===== src/rtl/fx_cfg_sequencer.sv =====
// Debounces the decoder mode/param word, then fades gain out, offers the setting over valid/ready and fades back in.
// REQ holds cfg_valid/cfg_mode/cfg_param indefinitely while cfg_ready is low; define FX_CFG_FADE_EN to enable the gain fades.
module fx_cfg_sequencer #(
  parameter int STABLE_CYC = 16,
  parameter int FADE_STEP  = 8,
  parameter int GAIN_MAX   = 128
) (
  input  logic        clk,
  input  logic        reset_n,
  input  logic [7:0]  mode_in,
  input  logic [31:0] param_in,
  input  logic        sample_tick,
  input  logic        cfg_ready,
  output logic        cfg_valid,
  output logic [7:0]  cfg_mode,
  output logic [31:0] cfg_param,
  output logic [7:0]  gain,
  output logic        busy,
  output logic [15:0] switch_cnt
);

  localparam int SW = (STABLE_CYC > 1) ? $clog2(STABLE_CYC) : 1;
  localparam logic [SW-1:0] STAB_LAST = SW'(STABLE_CYC - 1);
  localparam logic [7:0] GMAX = 8'(GAIN_MAX);

  typedef enum logic [2:0] {S_IDLE, S_SETTLE, S_FADE_OUT, S_REQ, S_FADE_IN} state_t;

  state_t        state_q, state_d;
  logic [39:0]   snap_q, snap_d;
  logic [39:0]   target_q, target_d;
  logic [39:0]   applied_q, applied_d;
  logic [SW-1:0] stab_q, stab_d;
  logic          vld_q, vld_d;
  logic [7:0]    mode_q, mode_d;
  logic [31:0]   param_q, param_d;
  logic [15:0]   cnt_q, cnt_d;
  logic          busy_q;
  logic [39:0]   in_w;

  assign in_w = {mode_in, param_in};

`ifdef FX_CFG_FADE_EN
  localparam logic [7:0] FSTEP = 8'(FADE_STEP);
  localparam logic [8:0] GMAX9 = 9'(GAIN_MAX);
  logic [7:0] gain_q, gain_d, gain_up, gain_dn;
  logic [8:0] gain_sum;

  // Fade-in sum is 9 bits wide so a large step clamps instead of wrapping.
  assign gain_sum = {1'b0, gain_q} + {1'b0, FSTEP};
  assign gain_up  = (gain_sum > GMAX9) ? GMAX : gain_sum[7:0];
  assign gain_dn  = (gain_q > FSTEP) ? (gain_q - FSTEP) : 8'd0;
  assign gain     = gain_q;
`else
  logic unused_tick;
  assign unused_tick = sample_tick;
  assign gain        = GMAX;
`endif

  always_comb begin
    state_d   = state_q;
    snap_d    = snap_q;
    stab_d    = stab_q;
    target_d  = target_q;
    applied_d = applied_q;
    vld_d     = vld_q;
    mode_d    = mode_q;
    param_d   = param_q;
    cnt_d     = cnt_q;
`ifdef FX_CFG_FADE_EN
    gain_d    = gain_q;
`endif
    case (state_q)
      S_IDLE: begin
        if (in_w != applied_q) begin
          snap_d  = in_w;
          stab_d  = '0;
          state_d = S_SETTLE;
        end
      end
      S_SETTLE: begin
        if (in_w != snap_q) begin
          snap_d = in_w;
          stab_d = '0;
        end else if (snap_q == applied_q) begin
          state_d = S_IDLE;
        end else if (stab_q == STAB_LAST) begin
          target_d = snap_q;
`ifdef FX_CFG_FADE_EN
          state_d  = S_FADE_OUT;
`else
          state_d  = S_REQ;
          vld_d    = 1'b1;
          mode_d   = snap_q[39:32];
          param_d  = snap_q[31:0];
`endif
        end else begin
          stab_d = stab_q + SW'(1);
        end
      end
`ifdef FX_CFG_FADE_EN
      S_FADE_OUT: begin
        if (gain_q == 8'd0) begin
          state_d = S_REQ;
          vld_d   = 1'b1;
          mode_d  = target_q[39:32];
          param_d = target_q[31:0];
        end else if (sample_tick) begin
          gain_d = gain_dn;
        end
      end
      S_FADE_IN: begin
        if (gain_q == GMAX) begin
          state_d = S_IDLE;
        end else if (sample_tick) begin
          gain_d = gain_up;
        end
      end
`endif
      S_REQ: begin
        if (vld_q && cfg_ready) begin
          applied_d = target_q;
          cnt_d     = cnt_q + 16'd1;
          vld_d     = 1'b0;
`ifdef FX_CFG_FADE_EN
          state_d   = S_FADE_IN;
`else
          state_d   = S_IDLE;
`endif
        end
      end
      default: state_d = S_IDLE;
    endcase
  end

  always_ff @(posedge clk or negedge reset_n) begin
    if (!reset_n) begin
      state_q   <= S_IDLE;
      snap_q    <= '0;
      stab_q    <= '0;
      target_q  <= '0;
      applied_q <= '0;
      vld_q     <= 1'b0;
      mode_q    <= '0;
      param_q   <= '0;
      cnt_q     <= '0;
      busy_q    <= 1'b0;
`ifdef FX_CFG_FADE_EN
      gain_q    <= GMAX;
`endif
    end else begin
      state_q   <= state_d;
      snap_q    <= snap_d;
      stab_q    <= stab_d;
      target_q  <= target_d;
      applied_q <= applied_d;
      vld_q     <= vld_d;
      mode_q    <= mode_d;
      param_q   <= param_d;
      cnt_q     <= cnt_d;
      busy_q    <= (state_d != S_IDLE);
`ifdef FX_CFG_FADE_EN
      gain_q    <= gain_d;
`endif
    end
  end

  assign cfg_valid  = vld_q;
  assign cfg_mode   = mode_q;
  assign cfg_param  = param_q;
  assign busy       = busy_q;
  assign switch_cnt = cnt_q;

endmodule


===== config.mk =====
export PLATFORM = sky130hd
export DESIGN_NAME = fx_cfg_sequencer
export DESIGN_NICKNAME = d
export VERILOG_FILES = /design/src/rtl/fx_cfg_sequencer.sv
export SDC_FILE = /design/constraint.sdc
export NUM_CORES = 1
export LEC_CHECK = 0
export ABC_AREA = 0
export CORE_AREA = 2 2 118 120
export CTS_CLUSTER_SIZE = 24
export DETAILED_ROUTE_END_ITERATION = 16
export DIE_AREA = 0 0 120 122
export PLACE_DENSITY = 0.9
export SKIP_CTS_REPAIR_TIMING = 1
export SLEW_MARGIN = 20
export SYNTH_ARGS = -nofsm -noshare
export SYNTH_HDL_FRONTEND = slang
export SYNTH_SLANG_ARGS = --single-unit

===== constraint.sdc =====
create_clock -name clk -period 2.9 [get_ports clk]
set_clock_uncertainty 0.2 [all_clocks]
set_input_delay 0.58 -clock clk [delete_from_list [all_inputs] [get_ports clk]]
set_output_delay 0.58 -clock clk [all_outputs]
set_load 0.02 [all_outputs]

==> Word-level counts from Yosys, hierarchy flattened <==
Index checks and enable logic that the tools add are counted.
{ "word_totals": {"ff_bits": 185, "inputBits": 44, "out_inout_bits": 66, "word_cells": 57} }
{ "op_classes": {"addsub": 2, "n_eq_ne": 14, "mux": 19, "bitwise": 2, "reduce_logical": 10} }
{ "op_table": {"columns": ["cell", "count"], "rows": [
  ["$mux W40", 2],
  ["$ne A40 B40 Y1", 2],
  ["$pmux W40 S2", 1],
  ["$eq A40 B40 Y1", 1],
  ["$add A16 B1 Y16 const B", 1],
  ["$mux W4", 4],
  ["$mux W3", 5],
  ["$ne A2 B2 Y1 const B", 6],
  ["$pmux W3 S3", 1],
  ["$pmux W4 S2", 1],
  ["$reduce_and A4 Y1", 2],
  ["$ne A3 B3 Y1 const B", 2],
  ["$reduce_and A5 Y1", 1],
  ["$add A4 B1 Y4 const B", 1],
  ["$eq A4 B4 Y1 const B", 1],
  ["$mux W1", 4],
  ["$reduce_bool A2 Y1", 2],
  ["$eq A3 B1 Y1 const B", 1],
  ["$eq A3 B2 Y1 const B", 1],
  ["$logic_not A3 Y1", 1],
  ["$reduce_and A3 Y1", 1],
  ["$reduce_bool A3 Y1", 1],
  ["$not A1 Y1", 2],
  ["$pmux W1 S2", 1],
  ["other kinds (2)", 2]
]} }

==> Longest topological paths before layout <==
Gate-level depths: netlist of run 1.
{ "depth": {"depth_word": 6, "ltp_mapped": 8, "mapped_depth_nobuf": 6} }

==> Worst setup path after synthesis of run 1 <==
OpenSTA, ideal clock, no wires.
{ "synth_path": {"kind": "input to register", "startpoint": "in param_in[12]", "endpoint": "reg snap_q[0]", "setup_ps": 125, "t_arrival_ps": 2207, "setup_slack_ps": 368, "path_stages": 7, "path_buffers": 1, "cell_sequence": "xor2_1 > nor4_1 > nand4_1 > nor4_4 > a2bb2oi_4 > buf_6 > mux2_2"} }
{ "synth_via": {"elab_chain_len": 3, "word_cells_on_any_way": 5, "classes_between": "eq/ne (4); reduce/logical (1)"} }
{ "synth_rtl": {"columns": ["item", "line_no", "text"], "rows": [
  ["start, declared", "11", "input logic [31:0] param_in,"],
  ["$ne A40 B40 Y1 (on tied branches)", "81, 74", null],
  ["$ne A2 B2 Y1 (no source line)", null, null],
  ["$reduce_and A3 Y1 (no source line) (*)", null, null],
  ["end signal, assigned", "152", "snap_q <= snap_d;"],
  ["end, declared", "29", "logic [39:0] snap_q, snap_d;"]
]} }
Every way passes the cells marked *; elsewhere a longest branch is shown, timed or not.
A chain may end at the register's enable or synchronous reset.

==> Worst setup path after layout of run 1 <==
{ "layout_path": {"startpoint": "in param_in[2]", "endpoint": "reg target_q[34]"} }
{ "layout_via": {"elab_chain_len": 3} }
{ "layout_rtl": {"columns": ["item", "line_no", "text"], "rows": [
  ["$ne A40 B40 Y1", "81", "if (in_w != snap_q) begin"],
  ["$not A1 Y1 (no source line)", null, null],
  ["$reduce_and A4 Y1 (no source line)", null, null],
  ["end signal, assigned", "154", "target_q <= target_d;"],
  ["end, declared", "30", "logic [39:0] target_q, target_d;"]
]} }
Every way passes these cells.

==> run metrics, run 1 <==
Pre-antenna DRT Iters 6; failing checks negative setup slack; Post-Syn Instances 621; P&R area growth vs syn 33.07%; fin crit share 104.1%; core area 13500 µm²; GRT overflow 0; Slew @ Worst Pin 0.6392 ns; antenna-violating nets left 0; synthesized flop and latch total 145; Synthesis Warnings 0; maximum capacitance violations 0; first-pass GRT wire length 28450 µm; IO Pins 110; Mean Syn Cell Area 11.33 µm²; Clk pwr share 43.2%; Die H 122 µm; Comb power frac 14.9%; top cells by area, synth dfrtp_1, xnor2_1, mux2_2; CTS tree built; row count 43; total CTS buffers 17; Hold Path Class flip-flop to flip-flop; post-synthesis adder-cell area fraction 0.3556%; Initial Utilization 52.11%; Worst-Skew Late Latency 0.43 ns; initial antenna violation count 0; library cells used by synthesis 36; switching share of power 25.24%; CTS Buffer Depth 2; largest net degree at the start of global routing 61; leakage power 4.319 nW; clock-pin slew on the worst setup and hold paths 0.06 ns; crit end category flip-flop; P_int 4.167 mW; H-tree depth 4; setup ws final -0.1186 ns; GPL Wtd Cong 0.9047; Flop pwr share 41.9%; clk sinks 145; Routed WL 19420 µm; startpoint types input pin; register area share after synthesis 51.56%; die area 14640 µm²; Compound-Gate Fraction of Synth Area 1.707%; setup violators final 80; Setup CP Type input pin to flip-flop; Final min period 3.019 ns; post-DP HPWL 12640 µm; crit path DAT 3.13 ns; share of layout cells above drive strength 1 21.21%; mux cell area share after synthesis 12.80%; DRC Markers 0; status finished, violations left; Fin. Hold Viols 0; worst endpoint required time 3.02 ns; Post-Syn Area 7037 µm²; wire length per cell 20.27 µm; Clock Root Buffer clkbuf_16; All-Layer GR Usage 25.67%; Max Transition Viols Final 0; DR vias 5438; vias per cell 5.676; top-area cell type share of the netlist area 51.56%; largest fanout on the critical path 11; Layout Nets 811; Peak VDD IR 0.3795 mV; Place WS -0.5187 ns; vias in the first global route 5342; placed standard-cell area 8468 µm²; Pwr Density 595.2 nW/µm²; Synth area leader dfrtp_1; switching component of the power 1.407 mW; FMAX 331.3 MHz; Final Instance Area 9364 µm²; n_diodes 0; First DRT Iteration DRCs 478; I/O Buffers 100; Post-Synth Simple-Gate Area 13.85%; main combinational cell family by area after synthesis XOR/XNOR gates; Slew HR 57.19%; XOR/XNOR Fraction of Synth Area 16.68%; Die X 120 µm
## logic make-up (layout without fill, tap and decap cells)
kind of cell	after synthesis	after routing
AO/OA/AOI/OAI	15	15
flip-flops	145	145
XOR/XNOR	134	134
buffers and inverters	30	180
adder cells (fa/ha/maj)	2	2
other	2	9
multiplexers	80	80
AND/OR/NAND/NOR	213	213
## routing by layer
metal	vias to the layer above	GRT usage [%]	wire, µm
li1	2359	-	-
met4	0	12.79	951
met2	297	42.19	9502
met3	79	5.431	1380
met1	2703	32.32	7586
met5	-	0	0
## layout make-up
type	instances	area (µm²)
fillers	840	4140
multi-input cells	453	3324
inverters	4	15.01
repair buffers	144	1513
clock buffers	23	508.0
flip-flops and latches	145	3628
clock inverters	9	150.1
well taps	180	225.2
## power by group through the flow
stage / Combinational (mW) / Clock (mW) / Sequential [mW]
after floorplan: 0.463 / 0 / 2.31
after detailed placement: 0.751 / 0 / 2.35
after global placement: 0.731 / 0 / 2.34
after CTS: 0.764 / 2.42 / 2.32
final: 0.829 / 2.41 / 2.34
after global routing: 0.867 / 2.53 / 2.35
## stage by stage
step | cells | hold slack, ns | power, mW | util, % | TNS, ns
after floorplan | 628 | 0.08441 | 2.776 | - | 0
after global placement | 919 | 0.2592 | 3.072 | 62.71 | -33.15
after detailed placement | 919 | 0.2711 | 3.105 | 62.71 | -38.03
after CTS | 951 | -0.07083 | 5.506 | 67.58 | -1.707
after global routing | 958 | 0.2938 | 5.749 | 69.34 | -10.47
final | 958 | 0.2784 | 5.574 | 69.34 | -5.256
## cell usage after synthesis (all sizes together)
library cell    n
nor2            8
and4            1
a21oi           1
nand2         139
a2bb2oi         1
o22ai           1
nor4           14
a31oi           1
a32o            1
and3b           1
nor2b           2
and3            6
ha              2
a22o            1
xnor2         100
nand4          28
clkbuf          9
buf            17
dfrtp         145
xor2           34
and2            1
conb            2
inv             4
o32ai           1
or3             2
nand2b          3
o21ai           5
nor3            1
a32oi           1
a21o            1
mux2           80
o21a            1
nand3           7
## path summary, 6_finish.rpt
kind                                           from                         end  slack, ns  depth (start not counted)
max reg2reg                  snap_q[28]$_DFFE_PN0P_    target_q[15]$_DFFE_PN0P_       0.10                          8
min reg2reg                target_q[12]$_DFFE_PN0P_   applied_q[12]$_DFFE_PN0P_       0.28                          2
min                        target_q[12]$_DFFE_PN0P_   applied_q[12]$_DFFE_PN0P_       0.28                          2
max in group asynchronous                   reset_n   applied_q[12]$_DFFE_PN0P_       1.27                          3
min in group asynchronous                   reset_n  switch_cnt[12]$_DFFE_PN0P_       0.48                          2
max                                     param_in[2]    target_q[34]$_DFFE_PN0P_      -0.12                         10
## registers in the layout, indices dropped and copies added (netlist names)
| signal | flops |
|---|---|
| applied_q | 40 |
| state_q | 3 |
| snap_q | 40 |
| busy | 1 |
| cfg_mode | 1 |
| cfg_valid | 1 |
| target_q | 39 |
| switch_cnt | 16 |
| stab_q | 4 |
## placed cells by master (no fill, tap or decap), types with 2 or more instances in the layout
master / count
buf_4: 32
buf_12: 8
clkbuf_8: 6
nor4_1: 7
clkbuf_16: 20
nand3_1: 7
conb_1: 9
nand2_1: 139
xnor2_1: 93
clkdlybuf4s50_1: 89
nor2b_1: 2
clkinv_2: 3
mux2_1: 9
dlymetal6s2s_1: 10
dfrtp_1: 145
xor2_1: 34
bufinv_16: 4
and3_1: 6
xnor2_2: 7
o21ai_0: 5
mux2_2: 71
nor2_1: 6
clkinvlp_4: 2
inv_1: 4
or3_1: 2
nand2b_1: 3
nand4_1: 28
nor2_2: 2
nor4_2: 6
ha_1: 2
## worst max-delay path, cell delays in order
cell             delay [ns]
clkdlybuf4s50_1        0.48
xnor2_2                0.31
nand4_1                0.23
nor4_2                 0.27
buf_4                  0.17
and4_1                 0.21
and3b_2                0.21
buf_4                  0.16
buf_12                 0.15
mux2_2                 0.35
Power figures use the tool's default switching activity.
==> inputs of run 2 (changes only) <==
--- a/config.mk
+++ b/config.mk
@@ -10,7 +10,9 @@
 export CTS_CLUSTER_SIZE = 24
 export DETAILED_ROUTE_END_ITERATION = 16
 export DIE_AREA = 0 0 120 122
+export GPL_ROUTABILITY_DRIVEN = 0
 export PLACE_DENSITY = 0.9
+export REMOVE_ABC_BUFFERS = 1
 export SKIP_CTS_REPAIR_TIMING = 1
 export SLEW_MARGIN = 20
 export SYNTH_ARGS = -nofsm -noshare
==> run 2 against run 1 <==
  * The flow still finishes with violations (negative setup slack)
  * Fmax is 1.7% higher
  * First-iteration DRC count fell by 28%
  * Die area unchanged
  * Cell area shrank 2.3%
  * Clock power down 17%
  * Routed wire length down 11%
  * Combinational power shrank 3.4%
  * Critical path type unchanged
==> run metrics, run 2 (synthesis gave the netlist of run 1 again) <==
status finished, violations left; failing checks negative setup slack; DR vias 5128 (-5.7%); commonest cells after routing, fill and taps aside dfrtp_1, nand2_1, xnor2_1, clkdlybuf4s50_1, mux2_2; P&R area growth vs syn 29.98%; R2R depth 7 (-1); GRT overflow 0 (unchanged); vias per cell 5.364 (-5.5%); vias in the first global route 5191 (-2.8%); Pwr Density 561.6 nW/µm² (-5.7%); core area 13500 µm² (unchanged); worst endpoint required time 3.00 ns (-0.02 ns); setup ws final -0.06680 ns (+0.05180 ns); largest fanout on the critical path 10 (-1); maximum capacitance violations 0 (unchanged); IO Pins 110 (unchanged); CTS tree built; antenna-violating nets left 0 (unchanged); worst hold slack 0.2771 ns (-0.001326 ns); Layout Nets 810 (-0.12%); clock-pin slew on the worst setup and hold paths 0.06 ns (about the same); worst path bufs/invs 3 (-1); Hold Path Class flip-flop to flip-flop; Peak VDD IR 0.4722 mV (+24%); Largest regs applied_q x40, snap_q x40, target_q x39; clk sinks 145 (unchanged); initial antenna violation count 0 (unchanged); DRC Markers 0 (unchanged); Pre-antenna DRT Iters 5 (-1); First DRT Iteration DRCs 345 (-28%); total CTS buffers 17 (unchanged); Max Transition Viols Final 0 (unchanged); Fin. Hold Viols 0 (unchanged); first-pass GRT wire length 26920 µm (-5.4%); Endpoint, Worst Hold switch_cnt[15]$_DFFE_PN0P_; Final Util 67.73% (-1.6 points); crit path DAT 3.07 ns (-0.06 ns); Slew HR 60.27% (+3.1 points); startpoint types input pin; Tot Pwr 5.136 mW (-7.8%); CTS Buffer Depth 2 (unchanged); Place WS -0.5702 ns (-0.05145 ns); Slew @ Worst Pin 0.5905 ns (-0.04871 ns); Clock Root Buffer clkbuf_16; crit end category flip-flop; post-DP HPWL 11830 µm (-6.4%); die area 14640 µm² (unchanged); Setup CP Type input pin to flip-flop; Crit. Startpoint param_in[28]; total negative slack -2.395 ns (+2.861 ns); largest net degree at the start of global routing 66 (+8.2%); Initial Utilization 52.11% (unchanged); R2R Setup Slk 0.11 ns (about the same); FMAX 337.1 MHz (+1.7%); Final min period 2.967 ns (-0.05180 ns); commonest non-fill, non-tap cell in the layout dfrtp_1; hold path cells 1 (-1); setup violators final 72 (-10%); hold path start switch_cnt[15]$_DFFE_PN0P_; fin crit share 102.3% (-1.8 points); R2R Path Start snap_q[29]$_DFFE_PN0P_; crit path cell chain clkdlybuf4s50_1 -> xor2_1 -> nor4_2 -> nand4_1 -> nor4_4 -> a2bb2oi_4 -> buf_4 -> buf_8 -> mux2_2; row count 43 (unchanged); Die X 120 µm (unchanged); Worst-Skew Late Latency 0.42 ns (about the same); delay-heaviest family, CP simple AND/OR/NAND/NOR gates; n_diodes 0 (unchanged); Die H 122 µm (unchanged); leakage power 4.274 nW (-1.0%); wire length per cell 18.05 µm (-11%); I/O Buffers 100 (unchanged); H-tree depth 4 (unchanged); CP max-delay cell clkdlybuf4s50_1; share of layout cells above drive strength 1 19.72% (-1.5 points); All-Layer GR Usage 24.13% (-1.5 points); Routed WL 17260 µm (-11%); Worst path max stage delay 0.47 ns (about the same); r2r endpoint target_q[15]$_DFFE_PN0P_
==> run 2: metal layers <==
| metal | vias to the layer above | share of wire, % | track usage [%] |
|---|---|---|---|
| li1 | 2364 | - | - |
| met2 | 174 | 51 | 39.56 |
| met1 | 2544 | 41 | 31.10 |
| met5 | - | 0 | 0 |
| met3 | 46 | 4.7 | 4.822 |
| met4 | 0 | 3.2 | 11.03 |
==> run 2: where the power goes <==
group / switching, mW / total, mW / internal, mW
clock: 0.791 / 2.00 / 1.21
combinational: 0.363 / 0.801 / 0.438
sequential: 0.182 / 2.33 / 2.15
total: 1.34 / 5.14 / 3.80
==> run 2: layout make-up <==
class / instances / area, µm²
clock buffer: 25 / 475.5
clock inverter: 6 / 57.56
fill: 922 / 4358
inverter: 4 / 15.01
multi-input combinational: 453 / 3307
sequential: 145 / 3628
tap: 180 / 225.2
timing repair buffer: 143 / 1438
==> run 2: per-stage QoR <==
| stage | instance area, µm² | cells |
|---|---|---|
| 4_1_cts | 8951 | 950 |
| 3_5_place_dp | 8418 | 919 |
| 5_1_grt | 9146 | 956 |
| 3_3_place_gp | 8418 | 919 |
| 6_report | 9146 | 956 |
| 2_1_floorplan | 6872 | 602 |
==> run 2: worst max path at each step <==
stage                                   end  slack [ns]  cells past startpoint
global placement     snap_q[21]$_DFFE_PN0P_       -0.53                      9
finish                snap_q[5]$_DFFE_PN0P_       -0.07                      9
global route         snap_q[11]$_DFFE_PN0P_       -0.11                      9
floorplan           cfg_mode[7]$_DFFE_PN0P_       -0.28                      6
detailed placement    snap_q[9]$_DFFE_PN0P_       -0.57                      9
CTS                   snap_q[5]$_DFFE_PN0P_       -0.14                      9
==> inputs of run 3 (changes only) <==
--- a/config.mk
+++ b/config.mk
@@ -5,7 +5,6 @@
 export SDC_FILE = /design/constraint.sdc
 export NUM_CORES = 1
 export LEC_CHECK = 0
-export ABC_AREA = 0
 export CORE_AREA = 2 2 118 120
 export CTS_CLUSTER_SIZE = 24
 export DETAILED_ROUTE_END_ITERATION = 16
==> results of run 3 <==
The final DEF is identical to that of run 2; final timing and power are the same.
==> variant 1, RTL diff (settings of run 2) <==
Set the parameter `STABLE_CYC` to 8 (it was 16).
--- a/src/rtl/fx_cfg_sequencer.sv
+++ b/src/rtl/fx_cfg_sequencer.sv
@@ -2,5 +2,5 @@
 // REQ holds cfg_valid/cfg_mode/cfg_param indefinitely while cfg_ready is low; define FX_CFG_FADE_EN to enable the gain fades.
 module fx_cfg_sequencer #(
-  parameter int STABLE_CYC = 16,
+  parameter int STABLE_CYC = 8,
   parameter int FADE_STEP  = 8,
   parameter int GAIN_MAX   = 128
Formal check against the unedited RTL: not equivalent (a bounded check fails within 10 cycles, from zero or initial values and one cycle with reset_n low).
==> variant 1 against run 2 <==
The run ends with negative hold slack, negative setup slack left; sequential cell count down 1; combinational power down 37%; highest routed layer unchanged; critical path type unchanged; routed wire length up 6.4%; sequential share of layout area down 0.96 points; critical endpoint is now snap_q[35]$_DFFE_PN0P_; total power down 6.5%; final area up 1.8%; setup slack worse by 0.19 ns; synthesized area up 0.27%.
==> variant 1: results (changes against run 2) <==
synth_area_leaders: "dfrtp_1 (51%), mux2_2 (13%), xor2_1 (11%), mux2_4 (8.1%), xnor2_1 (6.1%)"  # was dfrtp_1 (52%), xnor2_1 (12%), mux2_2 (11%), nand2_1 (7.4%), xor2_1 (4.2%)
dpl.hpwl_mm: 11.8  # about the same
postPlaceCellArea_um2: 8470  # was 8420 um2
synth_cell_type_count: 33  # was 36
path_clk_slew_ns: 0.06  # about the same
drtPass1Iterations: 5  # unchanged
place_ws_ns: -0.679  # was -0.570 ns
drt-vias-per-instance: 5.61  # was 5.36
netlist_instances: 511  # was 621
drt-initial-drc-count: 476  # was 345
ys_seq_area_share_pct: 51.1  # was 51.6%
drive_gt1_share_pct: 33.3  # was 19.7%
arrival_ns: 3.25  # was 3.07 ns
setup_slack_ns: -0.257  # was -0.0668 ns
nNetsFinal: 713  # was 810
cp_max_fo: 7  # was 10
dp_cells: 821  # was 919
synth_warnings: 0  # unchanged
grt_usage_pct: 24.2  # was 24.1%
wl_per_cell_um: 21.4  # was 18.1 um
tns_ns: -10.35  # was -2.40 ns
hold_violations: 7  # was 0
worst_slew_pin_slew_ns: 0.675  # was 0.591 ns
grt_pass1_vias: 5018  # was 5,191
num_vias: 4810  # was 5,128
peakVddDrop_mv: 0.385  # was 0.472 mV
fin_hold_ws_ns: -0.00483  # was 0.277 ns
synth_common_cells: "dfrtp_1 (144), xor2_1 (86), mux2_2 (83)"  # was dfrtp_1 (145), nand2_1 (139), xnor2_1 (100)
violations: "negative hold slack, negative setup slack"  # was negative setup slack
grt_max_degree: 74  # was 66
top_regs: "applied_q: 40 flops, snap_q: 40 flops, target_q: 39 flops"  # unchanged
grt_pass1_wl_mm: 26.9  # about the same
outcome: "finished with violations"  # unchanged
power_leakage_nw: 4.29  # was 4.27 nW
hold_class: "in2async"  # was reg2reg
cts-htree-levels: 4  # unchanged
finalSetupViolCount: 78  # was 72
[variant 1: changes by cell type after synthesis, moves of 3 or more]
cell,change
buf_6,-3
nand2_1,-130
nand4_1,-10
mux2_1,-9
nor4_1,+8
o21ai_0,-5
xnor2_1,-51
mux2_4,+38
mux2_2,+12
clkbuf_1,-5
xor2_1,+52
buf_12,+4
[variant 1: cells by family after synthesis]
logic type / share of synthesized area, %
fa+ha+maj: 0.532
compound gates: 1.10
other cells: 0.106
mux: 21.3
buf+inv: 3.26
simple gates: 5.83
xor+xnor: 16.8
flops: 51.1
[variant 1: final timing paths]
path                                           start                        end  slack (ns)  depth (start not counted)
setup / recovery                          mode_in[1]     snap_q[35]$_DFFE_PN0P_       -0.26                         10
min in group clk           switch_cnt[6]$_DFFE_PN0P_  switch_cnt[6]$_DFFE_PN0P_        0.29                          1
setup reg to reg              snap_q[27]$_DFFE_PN0P_   target_q[24]$_DFFE_PN0P_       -0.05                          7
max in group asynchronous                    reset_n  applied_q[26]$_DFFE_PN0P_        1.81                          2
hold / removal                               reset_n       state_q[0]$_DFF_PN0_      -0.005                          1
hold reg to reg            switch_cnt[6]$_DFFE_PN0P_  switch_cnt[6]$_DFFE_PN0P_        0.29                          1
[variant 1: cell type report]
| type | count | area, um2 | share of cell area, % |
|---|---|---|---|
| tap | 180 | 225 | 2.42 |
| inverter | 3 | 11.3 | 0.121 |
| sequential | 144 | 3600 | 38.7 |
| timing repair buffer | 151 | 1500 | 16.1 |
| clock buffer | 18 | 439 | 4.72 |
| clock inverter | 13 | 140 | 1.51 |
| multi-input combinational | 349 | 3390 | 36.4 |
[variant 1: power by group]
part	switching [mW]	internal, mW	total [mW]
Combinational	0.257	0.246	0.502
Sequential	0.0899	2.07	2.16
Clock	0.858	1.28	2.14
[variant 1: critical path, stage by stage]
cell             delay, ns
clkdlybuf4s50_1       0.44
buf_4                 0.16
xor2_1                0.16
nor4_1                0.54
nand4_1               0.24
nor3_2                0.24
a2111o_1              0.20
buf_6                 0.17
clkbuf_16             0.17
mux2_2                0.33
[variant 1: routing by layer]
metal / GRT usage, % / wire [um] / part of all wire (%) / up-vias
met2: 41.4 / 9580 / 52 / 197
met1: 30.7 / 7370 / 40 / 2497
met5: 0 / 0 / 0 / -
met4: 8.09 / 537 / 2.9 / 0
met3: 5.06 / 881 / 4.8 / 35
li1: - / - / - / 2081
==> variant 2, RTL diff (flow settings as in run 2) <==
Without the edit above. Re-encode `state_t` (5 states) as Gray code, 3 bits wide.
--- a/src/rtl/fx_cfg_sequencer.sv
+++ b/src/rtl/fx_cfg_sequencer.sv
@@ -24,5 +24,5 @@
   localparam logic [7:0] GMAX = 8'(GAIN_MAX);
 
-  typedef enum logic [2:0] {S_IDLE, S_SETTLE, S_FADE_OUT, S_REQ, S_FADE_IN} state_t;
+  typedef enum logic [2:0] {S_IDLE = 3'b000, S_SETTLE = 3'b001, S_FADE_OUT = 3'b011, S_REQ = 3'b010, S_FADE_IN = 3'b110} state_t;
 
   state_t        state_q, state_d;
Function: no difference found for any inputs over 4 cycles, from zero or initial values and one cycle with reset_n low; so few cycles prove little.
==> variant 2 against run 2 <==
Final area up 2.3%; clock power up 5%; hold slack improved by 0.016 ns; synthesized area down 0.89%; total power grew 7.4%; the run still ends with negative setup slack left; first-iteration DRC count fell by 4.1%; critical path depth did not move; setup slack lost 0.0041 ns; routed wire length increased by 2.9%; sequential cell count unchanged; critical endpoint is now snap_q[26]$_DFFE_PN0P_.
==> variant 2: results (changes against run 2) <==
outcome: "finished with violations"  # unchanged
violations: "negative setup slack"  # unchanged
cp_top_family: "buffers and inverters"  # was simple AND/OR/NAND/NOR gates
drt-vias-per-instance: 5.51  # was 5.36
arrival_ns: 3.08  # was 3.07 ns
nNetsFinal: 719  # was 810
gr-usage-met1_pct: 30.0  # was 31.1%
finalSetupViolCount: 41  # was 72
drt-initial-drc-count: 331  # was 345
hold_path_end: "switch_cnt[13]$_DFFE_PN0P_"  # was switch_cnt[15]$_DFFE_PN0P_
grt_pass1_wl_mm: 26.5  # was 26.9 mm
hp-start: "switch_cnt[13]$_DFFE_PN0P_"  # was switch_cnt[15]$_DFFE_PN0P_
synth_cell_type_count: 33  # was 36
r2r_end: "target_q[16]$_DFFE_PN0P_"  # was target_q[15]$_DFFE_PN0P_
use_met3_pct: 7.16  # was 4.82%
wl_met1_mm: 7.17  # was 7.14 mm
synth_common_cells: "dfrtp_1 (145), xnor2_1 (116), mux2_2 (79)"  # was dfrtp_1 (145), nand2_1 (139), xnor2_1 (100)
max_slew_margin_pct: 65.3  # was 60.3%
peakVddDrop_mv: 0.494  # was 0.472 mV
drtPass1Iterations: 6  # was 5
drive_gt1_share_pct: 26.4  # was 19.7%
internal_power_mw: 4.04  # was 3.80 mW
dp_cells: 827  # was 919
num_vias: 4765  # was 5,128
synth-adder-area-share_pct: 0.359  # was 0.356%
setup_slack_ns: -0.0709  # was -0.0668 ns
worst-r2r-setup-slack_ns: 0.07  # was 0.11 ns
wl_per_cell_um: 20.5  # was 18.1 um
reg2reg_from: "snap_q[18]$_DFFE_PN0P_"  # was snap_q[29]$_DFFE_PN0P_
routed-wl-met2_mm: 8.98  # was 8.76 mm
route.met3.wl_mm: 1.06  # was 806 um
power_mw: 5.52  # was 5.14 mW
grt_max_degree: 59  # was 66
powerSeq_mw: 2.41  # was 2.33 mW
cp_max_fo: 9  # was 10
synth-compound-area-share_pct: 1.08  # was 1.71%
postPlaceCellArea_um2: 8400  # was 8420 um2
synth_area_leaders: "dfrtp_1 (52%), xnor2_1 (15%), mux2_2 (13%), mux2_1 (6.8%), nand4_1 (2.7%)"  # was dfrtp_1 (52%), xnor2_1 (12%), mux2_2 (11%), nand2_1 (7.4%), xor2_1 (4.2%)
synthMuxAreaShare_pct: 19.5  # was 12.8%
## variant 2: area by class of cell
type                       instances  area [um2]
fill                             889        4150
clock buffer                      20         457
tap                              180         225
inverter                           2        7.51
sequential                       145        3630
timing repair buffer             144        1560
multi-input combinational        363        3370
clock inverter                    11         114
## variant 2: worst max-delay path by stage
| stage | from | to | slack (ns) | depth (start not counted) |
|---|---|---|---|---|
| final | param_in[20] | snap_q[26]$_DFFE_PN0P_ | -0.07 | 9 |
| after global placement | param_in[25] | snap_q[18]$_DFFE_PN0P_ | -0.49 | 8 |
| after global routing | mode_in[6] | stab_q[2]$_DFFE_PN0P_ | -0.06 | 11 |
| after floorplan | cfg_ready | switch_cnt[10]$_DFFE_PN0P_ | -4.00 | 7 |
| after CTS | param_in[27] | stab_q[2]$_DFFE_PN0P_ | -0.15 | 11 |
| after detailed placement | param_in[26] | stab_q[2]$_DFFE_PN0P_ | -0.51 | 10 |
